## src/rtl/ctu_pkg.sv

```systemverilog
// Shared constants and helpers for the cascaded tick generator.
//   DEF_LIMIT_100M / DEF_LIMIT_50M : stage-0 limits for a 1 s tick at 100 / 50 MHz
//   DEF_SEC_LIMIT_1S / _2S         : stage-1 limits giving a pulse every 1 / 2 stage-0 wraps
//   limit_fits()                   : true when a limit value is representable in a given width
package ctu_pkg;

  localparam longint unsigned DEF_LIMIT_100M   = 64'd99_999_999;
  localparam longint unsigned DEF_LIMIT_50M    = 64'd49_999_999;
  localparam longint unsigned DEF_SEC_LIMIT_1S = 64'd0;
  localparam longint unsigned DEF_SEC_LIMIT_2S = 64'd1;

  function automatic logic limit_fits(input longint unsigned lim, input int unsigned w);
    if (w >= 64) begin
      return 1'b1;
    end
    return lim < (64'd1 << w);
  endfunction

endpackage

```

## src/rtl/ctu_cascade_if.sv

```systemverilog
// Control/status bundle of the cascaded tick generator.
//   enable_i, count_up_i : advance qualifiers (advance = both high)
//   clear_i, load_i      : synchronous clear / limit load, clear wins
//   limit_i, sec_limit_i : limits sampled on load_i
//   ack_i                : acknowledges the sticky stage-1 flag
//   data_o, sec_cnt_o    : stage counts
//   overflow_o, overflow_sec_o, ovf_sticky_o : wrap pulses and sticky flag
// master = the controlling side, slave = the counter block.
interface ctu_cascade_if #(
  parameter int unsigned CNT_W = 27,
  parameter int unsigned SEC_W = 4
);
  logic             enable_i;
  logic             count_up_i;
  logic             clear_i;
  logic             load_i;
  logic [CNT_W-1:0] limit_i;
  logic [SEC_W-1:0] sec_limit_i;
  logic             ack_i;
  logic [CNT_W-1:0] data_o;
  logic [SEC_W-1:0] sec_cnt_o;
  logic             overflow_o;
  logic             overflow_sec_o;
  logic             ovf_sticky_o;

  modport master (
    output enable_i, count_up_i, clear_i, load_i, limit_i, sec_limit_i, ack_i,
    input  data_o, sec_cnt_o, overflow_o, overflow_sec_o, ovf_sticky_o
  );

  modport slave (
    input  enable_i, count_up_i, clear_i, load_i, limit_i, sec_limit_i, ack_i,
    output data_o, sec_cnt_o, overflow_o, overflow_sec_o, ovf_sticky_o
  );

endinterface

```

## src/rtl/ctu_stage.sv

```systemverilog
// Generic wrap counter with a loadable limit.
//   clk_i, rst_i : clock, asynchronous active-low reset
//   adv_i        : advance request
//   clr_i        : zero the count, keep the limit (beats ld_i)
//   ld_i, lim_i  : take a new limit and zero the count
//   cnt_o        : current count, never above the limit
//   wrap_o       : combinational, high when this edge wraps the counter
//   pulse_o      : registered one-cycle wrap pulse
module ctu_stage #(
  parameter int unsigned   W   = 8,
  parameter logic [W-1:0] DEF = '0
) (
  input  logic         clk_i,
  input  logic         rst_i,
  input  logic         adv_i,
  input  logic         clr_i,
  input  logic         ld_i,
  input  logic [W-1:0] lim_i,
  output logic [W-1:0] cnt_o,
  output logic         wrap_o,
  output logic         pulse_o
);

  logic [W-1:0] cnt_q, cnt_d;
  logic [W-1:0] limit_q, limit_d;
  logic         pulse_q, pulse_d;
  logic         at_lim;

  assign at_lim = (cnt_q == limit_q);
  // Qualified by clear/load so the next stage and the sticky flag never see a
  // wrap on an edge where the counter is actually being cleared or reloaded.
  assign wrap_o = adv_i & ~clr_i & ~ld_i & at_lim;

  always_comb begin
    cnt_d   = cnt_q;
    limit_d = limit_q;
    pulse_d = 1'b0;
    if (clr_i) begin
      cnt_d = '0;
    end else if (ld_i) begin
      limit_d = lim_i;
      cnt_d   = '0;
    end else if (adv_i) begin
      if (at_lim) begin
        cnt_d   = '0;
        pulse_d = 1'b1;
      end else begin
        cnt_d = cnt_q + W'(1);
      end
    end
  end

  always_ff @(posedge clk_i or negedge rst_i) begin
    if (!rst_i) begin
      cnt_q   <= '0;
      limit_q <= DEF;
      pulse_q <= 1'b0;
    end else begin
      cnt_q   <= cnt_d;
      limit_q <= limit_d;
      pulse_q <= pulse_d;
    end
  end

  assign cnt_o   = cnt_q;
  assign pulse_o = pulse_q;

endmodule

```

## src/rtl/ctu_cascade.sv

```systemverilog
// Two-stage cascaded divider / tick generator.
//   clk_i, rst_i : clock, asynchronous active-low reset
//   bus          : control/status bundle (slave side)
// Stage 0 divides qualified advances by limit+1; stage 1 counts stage-0 wraps
// and pulses in the same cycle as the stage-0 pulse that completes its period.
// ovf_sticky_o latches stage-1 wraps until acknowledged; a wrap beats an ack.
module ctu_cascade
  import ctu_pkg::*;
#(
  parameter int unsigned     CNT_W         = 27,
  parameter longint unsigned DEF_LIMIT     = DEF_LIMIT_100M,
  parameter int unsigned     SEC_W         = 4,
  parameter longint unsigned DEF_SEC_LIMIT = DEF_SEC_LIMIT_2S
) (
  input  logic         clk_i,
  input  logic         rst_i,
  ctu_cascade_if.slave bus
);

  if (!limit_fits(DEF_LIMIT, CNT_W)) begin : g_bad_def_limit
    $error("DEF_LIMIT does not fit in CNT_W bits");
  end
  if (!limit_fits(DEF_SEC_LIMIT, SEC_W)) begin : g_bad_def_sec_limit
    $error("DEF_SEC_LIMIT does not fit in SEC_W bits");
  end

  logic adv;
  logic wrap0;
  logic wrap1;
  logic sticky_q, sticky_d;

  assign adv = bus.enable_i & bus.count_up_i;

  ctu_stage #(
    .W   (CNT_W),
    .DEF (CNT_W'(DEF_LIMIT))
  ) u_stage0 (
    .clk_i   (clk_i),
    .rst_i   (rst_i),
    .adv_i   (adv),
    .clr_i   (bus.clear_i),
    .ld_i    (bus.load_i),
    .lim_i   (bus.limit_i),
    .cnt_o   (bus.data_o),
    .wrap_o  (wrap0),
    .pulse_o (bus.overflow_o)
  );

  ctu_stage #(
    .W   (SEC_W),
    .DEF (SEC_W'(DEF_SEC_LIMIT))
  ) u_stage1 (
    .clk_i   (clk_i),
    .rst_i   (rst_i),
    .adv_i   (wrap0),
    .clr_i   (bus.clear_i),
    .ld_i    (bus.load_i),
    .lim_i   (bus.sec_limit_i),
    .cnt_o   (bus.sec_cnt_o),
    .wrap_o  (wrap1),
    .pulse_o (bus.overflow_sec_o)
  );

  always_comb begin
    sticky_d = sticky_q;
    if (wrap1) begin
      sticky_d = 1'b1;
    end else if (bus.ack_i) begin
      sticky_d = 1'b0;
    end
  end

  always_ff @(posedge clk_i or negedge rst_i) begin
    if (!rst_i) begin
      sticky_q <= 1'b0;
    end else begin
      sticky_q <= sticky_d;
    end
  end

  assign bus.ovf_sticky_o = sticky_q;

endmodule

```

## src/flat_wrapper.sv

```systemverilog
// flat-port wrapper written by rule: the top's interface ports become plain ports
module ctu_cascade_flat import ctu_pkg::*;
#(
  parameter int unsigned     CNT_W         = 27,
  parameter longint unsigned DEF_LIMIT     = DEF_LIMIT_100M,
  parameter int unsigned     SEC_W         = 4,
  parameter longint unsigned DEF_SEC_LIMIT = DEF_SEC_LIMIT_2S
)
  (clk_i, rst_i, bus_enable_i, bus_count_up_i, bus_clear_i, bus_load_i, bus_limit_i, bus_sec_limit_i, bus_ack_i, bus_data_o, bus_sec_cnt_o, bus_overflow_o, bus_overflow_sec_o, bus_ovf_sticky_o);
  ctu_cascade_if #(.CNT_W(CNT_W), .SEC_W(SEC_W)) bus_i ();
  input  logic clk_i;
  input  logic rst_i;
  input wire logic [$bits(bus_i.enable_i)-1:0] bus_enable_i;
  input wire logic [$bits(bus_i.count_up_i)-1:0] bus_count_up_i;
  input wire logic [$bits(bus_i.clear_i)-1:0] bus_clear_i;
  input wire logic [$bits(bus_i.load_i)-1:0] bus_load_i;
  input wire logic [$bits(bus_i.limit_i)-1:0] bus_limit_i;
  input wire logic [$bits(bus_i.sec_limit_i)-1:0] bus_sec_limit_i;
  input wire logic [$bits(bus_i.ack_i)-1:0] bus_ack_i;
  output wire logic [$bits(bus_i.data_o)-1:0] bus_data_o;
  output wire logic [$bits(bus_i.sec_cnt_o)-1:0] bus_sec_cnt_o;
  output wire logic [$bits(bus_i.overflow_o)-1:0] bus_overflow_o;
  output wire logic [$bits(bus_i.overflow_sec_o)-1:0] bus_overflow_sec_o;
  output wire logic [$bits(bus_i.ovf_sticky_o)-1:0] bus_ovf_sticky_o;
  assign bus_i.enable_i = bus_enable_i;
  assign bus_i.count_up_i = bus_count_up_i;
  assign bus_i.clear_i = bus_clear_i;
  assign bus_i.load_i = bus_load_i;
  assign bus_i.limit_i = bus_limit_i;
  assign bus_i.sec_limit_i = bus_sec_limit_i;
  assign bus_i.ack_i = bus_ack_i;
  assign bus_data_o = bus_i.data_o;
  assign bus_sec_cnt_o = bus_i.sec_cnt_o;
  assign bus_overflow_o = bus_i.overflow_o;
  assign bus_overflow_sec_o = bus_i.overflow_sec_o;
  assign bus_ovf_sticky_o = bus_i.ovf_sticky_o;
  ctu_cascade #(.CNT_W(CNT_W), .DEF_LIMIT(DEF_LIMIT), .SEC_W(SEC_W), .DEF_SEC_LIMIT(DEF_SEC_LIMIT)) u_core (.clk_i(clk_i), .rst_i(rst_i), .bus(bus_i));
endmodule
```

## config.mk

```make
export PLATFORM = sky130hd
export DESIGN_NAME = ctu_cascade_flat
export DESIGN_NICKNAME = d
export VERILOG_FILES = /design/src/rtl/ctu_pkg.sv /design/src/rtl/ctu_cascade_if.sv /design/src/rtl/ctu_stage.sv /design/src/rtl/ctu_cascade.sv /design/src/flat_wrapper.sv
export SDC_FILE = /design/constraint.sdc
export NUM_CORES = 1
export LEC_CHECK = 0
export CORE_ASPECT_RATIO = 1.25
export CORE_MARGIN = 5
export CORE_UTILIZATION = 51
export DETAILED_ROUTE_END_ITERATION = 8
export PLACE_DENSITY = 0.8
export SLEW_MARGIN = 20
export SYNTH_ARGS = -nofsm -noshare
export SYNTH_HDL_FRONTEND = slang
export SYNTH_SLANG_ARGS = --single-unit
```

## constraint.sdc

```tcl
create_clock -name clk_i -period 2.7 [get_ports clk_i]
set_input_delay 0.675 -clock clk_i [delete_from_list [all_inputs] [get_ports clk_i]]
set_output_delay 0.675 -clock clk_i [all_outputs]
set_load 0.005 [all_outputs]
```

Yosys cells after proc, flatten, opt, wreduce, memory -nomap -nowiden
Cells that the tools add are included.
{ "word_totals": {"input_bits": 38, "ff_bits": 65, "elab_cells": 42, "out_inout_bits": 34} }
{ "op_classes": {"n_bitwise": 9, "add_sub_neg": 2, "n_eq_ne": 2, "reduce_logical": 4, "mux": 18} }
{ "ops": {"columns": ["cell", "count"], "rows": [
  ["$mux 27", 4],
  ["$add 27x1->27 const B", 1],
  ["$eq 27x27->1", 1],
  ["$mux 4", 4],
  ["$mux 1", 10],
  ["$and 1x1->1", 7],
  ["$reduce_bool 3->1", 2],
  ["$add 4x1->4 const B", 1],
  ["$eq 4x4->1", 1],
  ["$not 1->1", 2],
  ["$reduce_and 2->1", 1],
  ["$reduce_bool 2->1", 1]
]} }

Depth between registers and ports, before layout
{ "logic_depth": {"word_depth": 8, "ltp_mapped": 8} }

Modules after synthesis
A second synthesis with hierarchy kept.
{ "unflattened": {"cells_unflattened": 302, "hier_area_um2": 3328.2} }
{ "by_module_without_submodules": {"columns": ["module", "area_per_inst_um2", "seq_area_each_um2", "n_inst", "cells_each"], "rows": [
  ["ctu_stage (u_core.u_stage0)", 2826.5, 1400.1, 1, 259],
  ["ctu_stage (u_core.u_stage1)", 459.2, 226.5, 1, 39],
  ["ctu_cascade", 42.5, 25.0, 1, 4]
]} }

Worst setup path before layout
No wires, ideal clock.
{ "synth_timing": {"kind": "register -> register", "from": "register u_core.u_stage0.cnt_q[7] (netlist: u_core.u_stage0.cnt_o[7])", "to": "register u_core.u_stage0.cnt_q[23] (netlist: u_core.u_stage0.cnt_o[23])", "t_arrival_ps": 1833, "setup_ps": 121, "path_slack_ps": 746, "stages_incl_launch_ff": 9, "period_less_slack_ps": 1954, "cell_sequence": "dfrtp_1 buf_2 xnor2_1 nand4_1 nor4_4 a21oi_2 buf_6 a21o_1 a22o_1"} }
{ "synth_between": {"elab_chain_cells": 5, "elab_cells_between_ends": 6} }
{ "synth_lines": {"columns": ["item", "line", "rtl"], "rows": [
  ["start, declared", "ctu_stage.sv:24", "logic [W-1:0] cnt_q, cnt_d;"],
  ["start signal, assigned", "ctu_stage.sv:59", "cnt_q <= cnt_d;"],
  ["$add 27x1->27 / $eq 27x27->1 (equally long branches)", "ctu_stage.sv:48, ctu_stage.sv:29", null],
  ["$mux 27 *", "ctu_stage.sv:44", "if (at_lim) begin"],
  ["$mux 27 *", "ctu_stage.sv:43", "end else if (adv_i) begin"],
  ["$mux 27 *", "ctu_stage.sv:40", "end else if (ld_i) begin"],
  ["$mux 27 *", "ctu_stage.sv:38", "if (clr_i) begin"]
]} }
Every way passes the cells marked *; elsewhere a longest branch is shown, timed or not. The select of a mux whose other input is x is not followed.
A chain may end at the register's enable or synchronous reset.

Final worst setup path
{ "layout_timing": {"from": "register u_core.u_stage0.cnt_q[25] (netlist: u_core.u_stage0.cnt_o[25])", "to": "register u_core.u_stage0.cnt_q[5] (netlist: u_core.u_stage0.cnt_o[5])"} }
{ "layout_between": {"elab_chain_cells": 5} }
{ "layout_lines": {"columns": ["item", "line", "rtl"], "rows": [
  ["$eq 27x27->1", "ctu_stage.sv:29", "assign at_lim = (cnt_q == limit_q);"],
  ["$mux 27", "ctu_stage.sv:44", null],
  ["$mux 27", "ctu_stage.sv:43", null],
  ["$mux 27", "ctu_stage.sv:40", null],
  ["$mux 27", "ctu_stage.sv:38", null]
]} }
No other way between the ends. The select of a mux whose other input is x is not followed.

==> out/metrics.yaml <==
yosysUniqueCellTypes: 48
worstSkewPairLatency_ns: 0.34
finalCritPeriodShare_pct: 88.5
cts-root-buf: "clkbuf_8"
post_cts_buffers: 0
fp.dieArea_um2: 8310
multi_input_area_um2: 1620
worstRegToRegCells: 6
gp_congestion: 0.911
async_flop_share_pct: 100
cts_resized: 0
synth_warnings: 0
finalWorstSetupSlack_ns: 0.311
yosysSeqAreaShare_pct: 49.3
cts-buffers-inserted: 9
overflow: 0
final_max_slew_viol_count: 0
wire_per_inst_um: 16.6
fmax_mhz: 419
drt.antenna.violating_nets: 0
setup_viol: 0
yosys.cell_count.top_type: "dfrtp_1"
synth_fp_nets: 348
vias_per_cell: 5.67
grt_max_degree: 66
cpMaxStageDelayCell: "nor4_4"
finalHoldViolations: 0
reg2reg_slack_ns: 0.31
end_kind: "register"
portBuffers: 71
yosys_register_bits: 65
drc: 0
total_power_w: 0.00232
syn_to_final_growth_pct: 31.3
grt_pass1_wl_um: 13000
finalClockSkew_ns: 0.0114
cts.sinks: 65
crit_type: "reg2reg"
grt_antenna_before_repair: 0
core_area_um2: 6480
drt_iter0_drc: 234
tns_ns: 0
routed_wl_um: 7890
fin_nets: 423
clockBufferDepth: 2
grt_pass1_vias: 2735
power_density_nw_per_um2: 526
rsz0062_at_grt: "false"
slew_headroom_pct: 52.6
syn_area_um2: 3350
dp_slack_ns: 0.238
fp.dieH_um: 101
chipWidth_um: 82.5
ys.flop_type: "dfrtp_1"
synth_enable_flop_cells: 0
start_util_pct: 51.7
drive_gt1_share_pct: 21.9
cts.clk_slew.worst_paths_ns: 0.08
p_leak_nw: 1.70
tightestPinTransition_ns: 0.705
regArea_um2: 1650
cpPeakStageDelay_ns: 0.53
arrival_ns: 2.59
fin_crit_ns: 2.39
hold_buffers: 0
yosys.area.top_type_share_pct: 33.6
min-delay-path-class: "in2async"
start_kind: "register"
cts_tree: "done"
critPathMaxFanout: 12
peakVddDrop_v: 0.000398
yosys-top-cells-count: "dfrtp_1 (45), mux2_2 (31), xnor2_1 (31)"
avgSynthCellArea_um2: 10.9
synth.area.top_cells: "dfrtp_1 (34%), dfstp_2 (16%), mux2_2 (10%)"
reg2reg_to: "u_core.u_stage0.cnt_o[5]$_DFFE_PN0P_"
vias: 2694
path_cells: "xnor2_1 -> nand4_1 -> nor4_4 -> nand2_2 -> nand2b_1 -> o311ai_0"
cap_violations: 0
n_antenna_cell: 0
netlist_instances: 308
ioPinCount: 72
cp.required_ns: 2.90
fillers: 545
hpwl_um: 5770
timing.rr.start: "u_core.u_stage0.cnt_o[25]$_DFFE_PN0P_"
grt.total_usage_pct: 20.8
htreeDepth: 3
post-synth-top-area-cell: "dfrtp_1"
num_rows: 33
dr.pass1.iters: 4
status: "completed"
==> worst max-delay path: cells and delay by family (launching register included) <==
family           cells  cell delay [ns]
flip-flops           1             0.43
AO/OA/AOI/OAI        1             0.20
XOR/XNOR             1             0.28
AND/OR/NAND/NOR      4             1.35
==> registers in the layout (all words and copies together) (netlist names) <==
| name | flops |
|---|---|
| u_core.bus.ovf_sticky_o | 1 |
| u_core.u_stage0.cnt_o | 27 |
| u_core.u_stage0.limit_q | 27 |
| u_core.u_stage0.pulse_o | 1 |
| u_core.u_stage1.cnt_o | 4 |
| u_core.u_stage1.limit_q | 4 |
| u_core.u_stage1.pulse_o | 1 |
==> metrics by stage <==
step	utilization [%]	std cells	cell area [µm²]	hold WS [ns]
finish	67.9	475	4400	0.317
global route	67.9	475	4400	0.349
CTS	67.9	475	4400	0.334
detailed placement	64.5	459	4180	0.518
global placement	64.5	459	4180	0.513
floorplan	-	308	3350	0.379
==> worst max path at each step <==
stage,startpoint,end,slack [ns],cells after the start
2_1_floorplan,u_core.u_stage0.cnt_o[7]$_DFFE_PN0P_,u_core.u_stage0.cnt_o[23]$_DFFE_PN0P_,0.75,8
3_3_place_gp,bus_load_i,u_core.u_stage0.cnt_o[5]$_DFFE_PN0P_,0.32,5
3_5_place_dp,bus_load_i,u_core.u_stage0.cnt_o[5]$_DFFE_PN0P_,0.24,5
4_1_cts,u_core.u_stage0.cnt_o[6]$_DFFE_PN0P_,u_core.u_stage0.cnt_o[5]$_DFFE_PN0P_,0.32,6
5_1_grt,u_core.u_stage0.cnt_o[7]$_DFFE_PN0P_,u_core.u_stage0.cnt_o[5]$_DFFE_PN0P_,0.17,6
6_report,u_core.u_stage0.cnt_o[25]$_DFFE_PN0P_,u_core.u_stage0.cnt_o[5]$_DFFE_PN0P_,0.31,6
==> cells in the final DEF, fill, tap and decap left out, types with 4 or more instances in the layout <==
master,instances
mux2_2,31
nand3_1,27
xnor2_1,31
nor2_1,14
dfstp_2,20
buf_4,5
clkdlybuf4s50_1,70
a21oi_1,6
o21ai_0,6
nand2_1,27
a21o_1,7
a22o_1,8
o21a_1,4
inv_1,4
dfrtp_1,45
clkbuf_8,10
o311ai_1,8
nand4_1,13
==> logic make-up after synthesis <==
kind of cell / share of synthesized area (%)
xor gates and xnor gates: 8.36
buffers and inverters: 2.61
and+or+nand+nor: 16.5
adders and majority gates: 0.746
muxes: 11.0
DFF: 49.3
AOI/OAI and AO/OA: 11.5
==> where the power goes <==
group | switching [W] | internal, W | total [W] | leakage, nW
Clock | 0.000366 | 0.000544 | 0.000910 | 0.113
Sequential | 0.0000516 | 0.00108 | 0.00113 | 0.814
Combinational | 0.000112 | 0.000168 | 0.000279 | 0.772
==> layout make-up <==
cell class	instances	area share, %
Inverter	5	0.426
Clock inverter	5	1.79
Sequential cell	65	37.5
Tap cell	87	2.47
Clock buffer	11	3.21
Timing Repair Buffer	78	17.8
Multi-Input combinational cell	224	36.8
==> layer usage <==
layer,track usage (%),vias up,share of wire [%]
li1,-,1272,-
met1,25.9,1315,40
met2,33.8,89,51
met3,5.01,18,6.7
met4,9.56,0,2.4
met5,0,-,0
(Power assumes the default switching activity.)
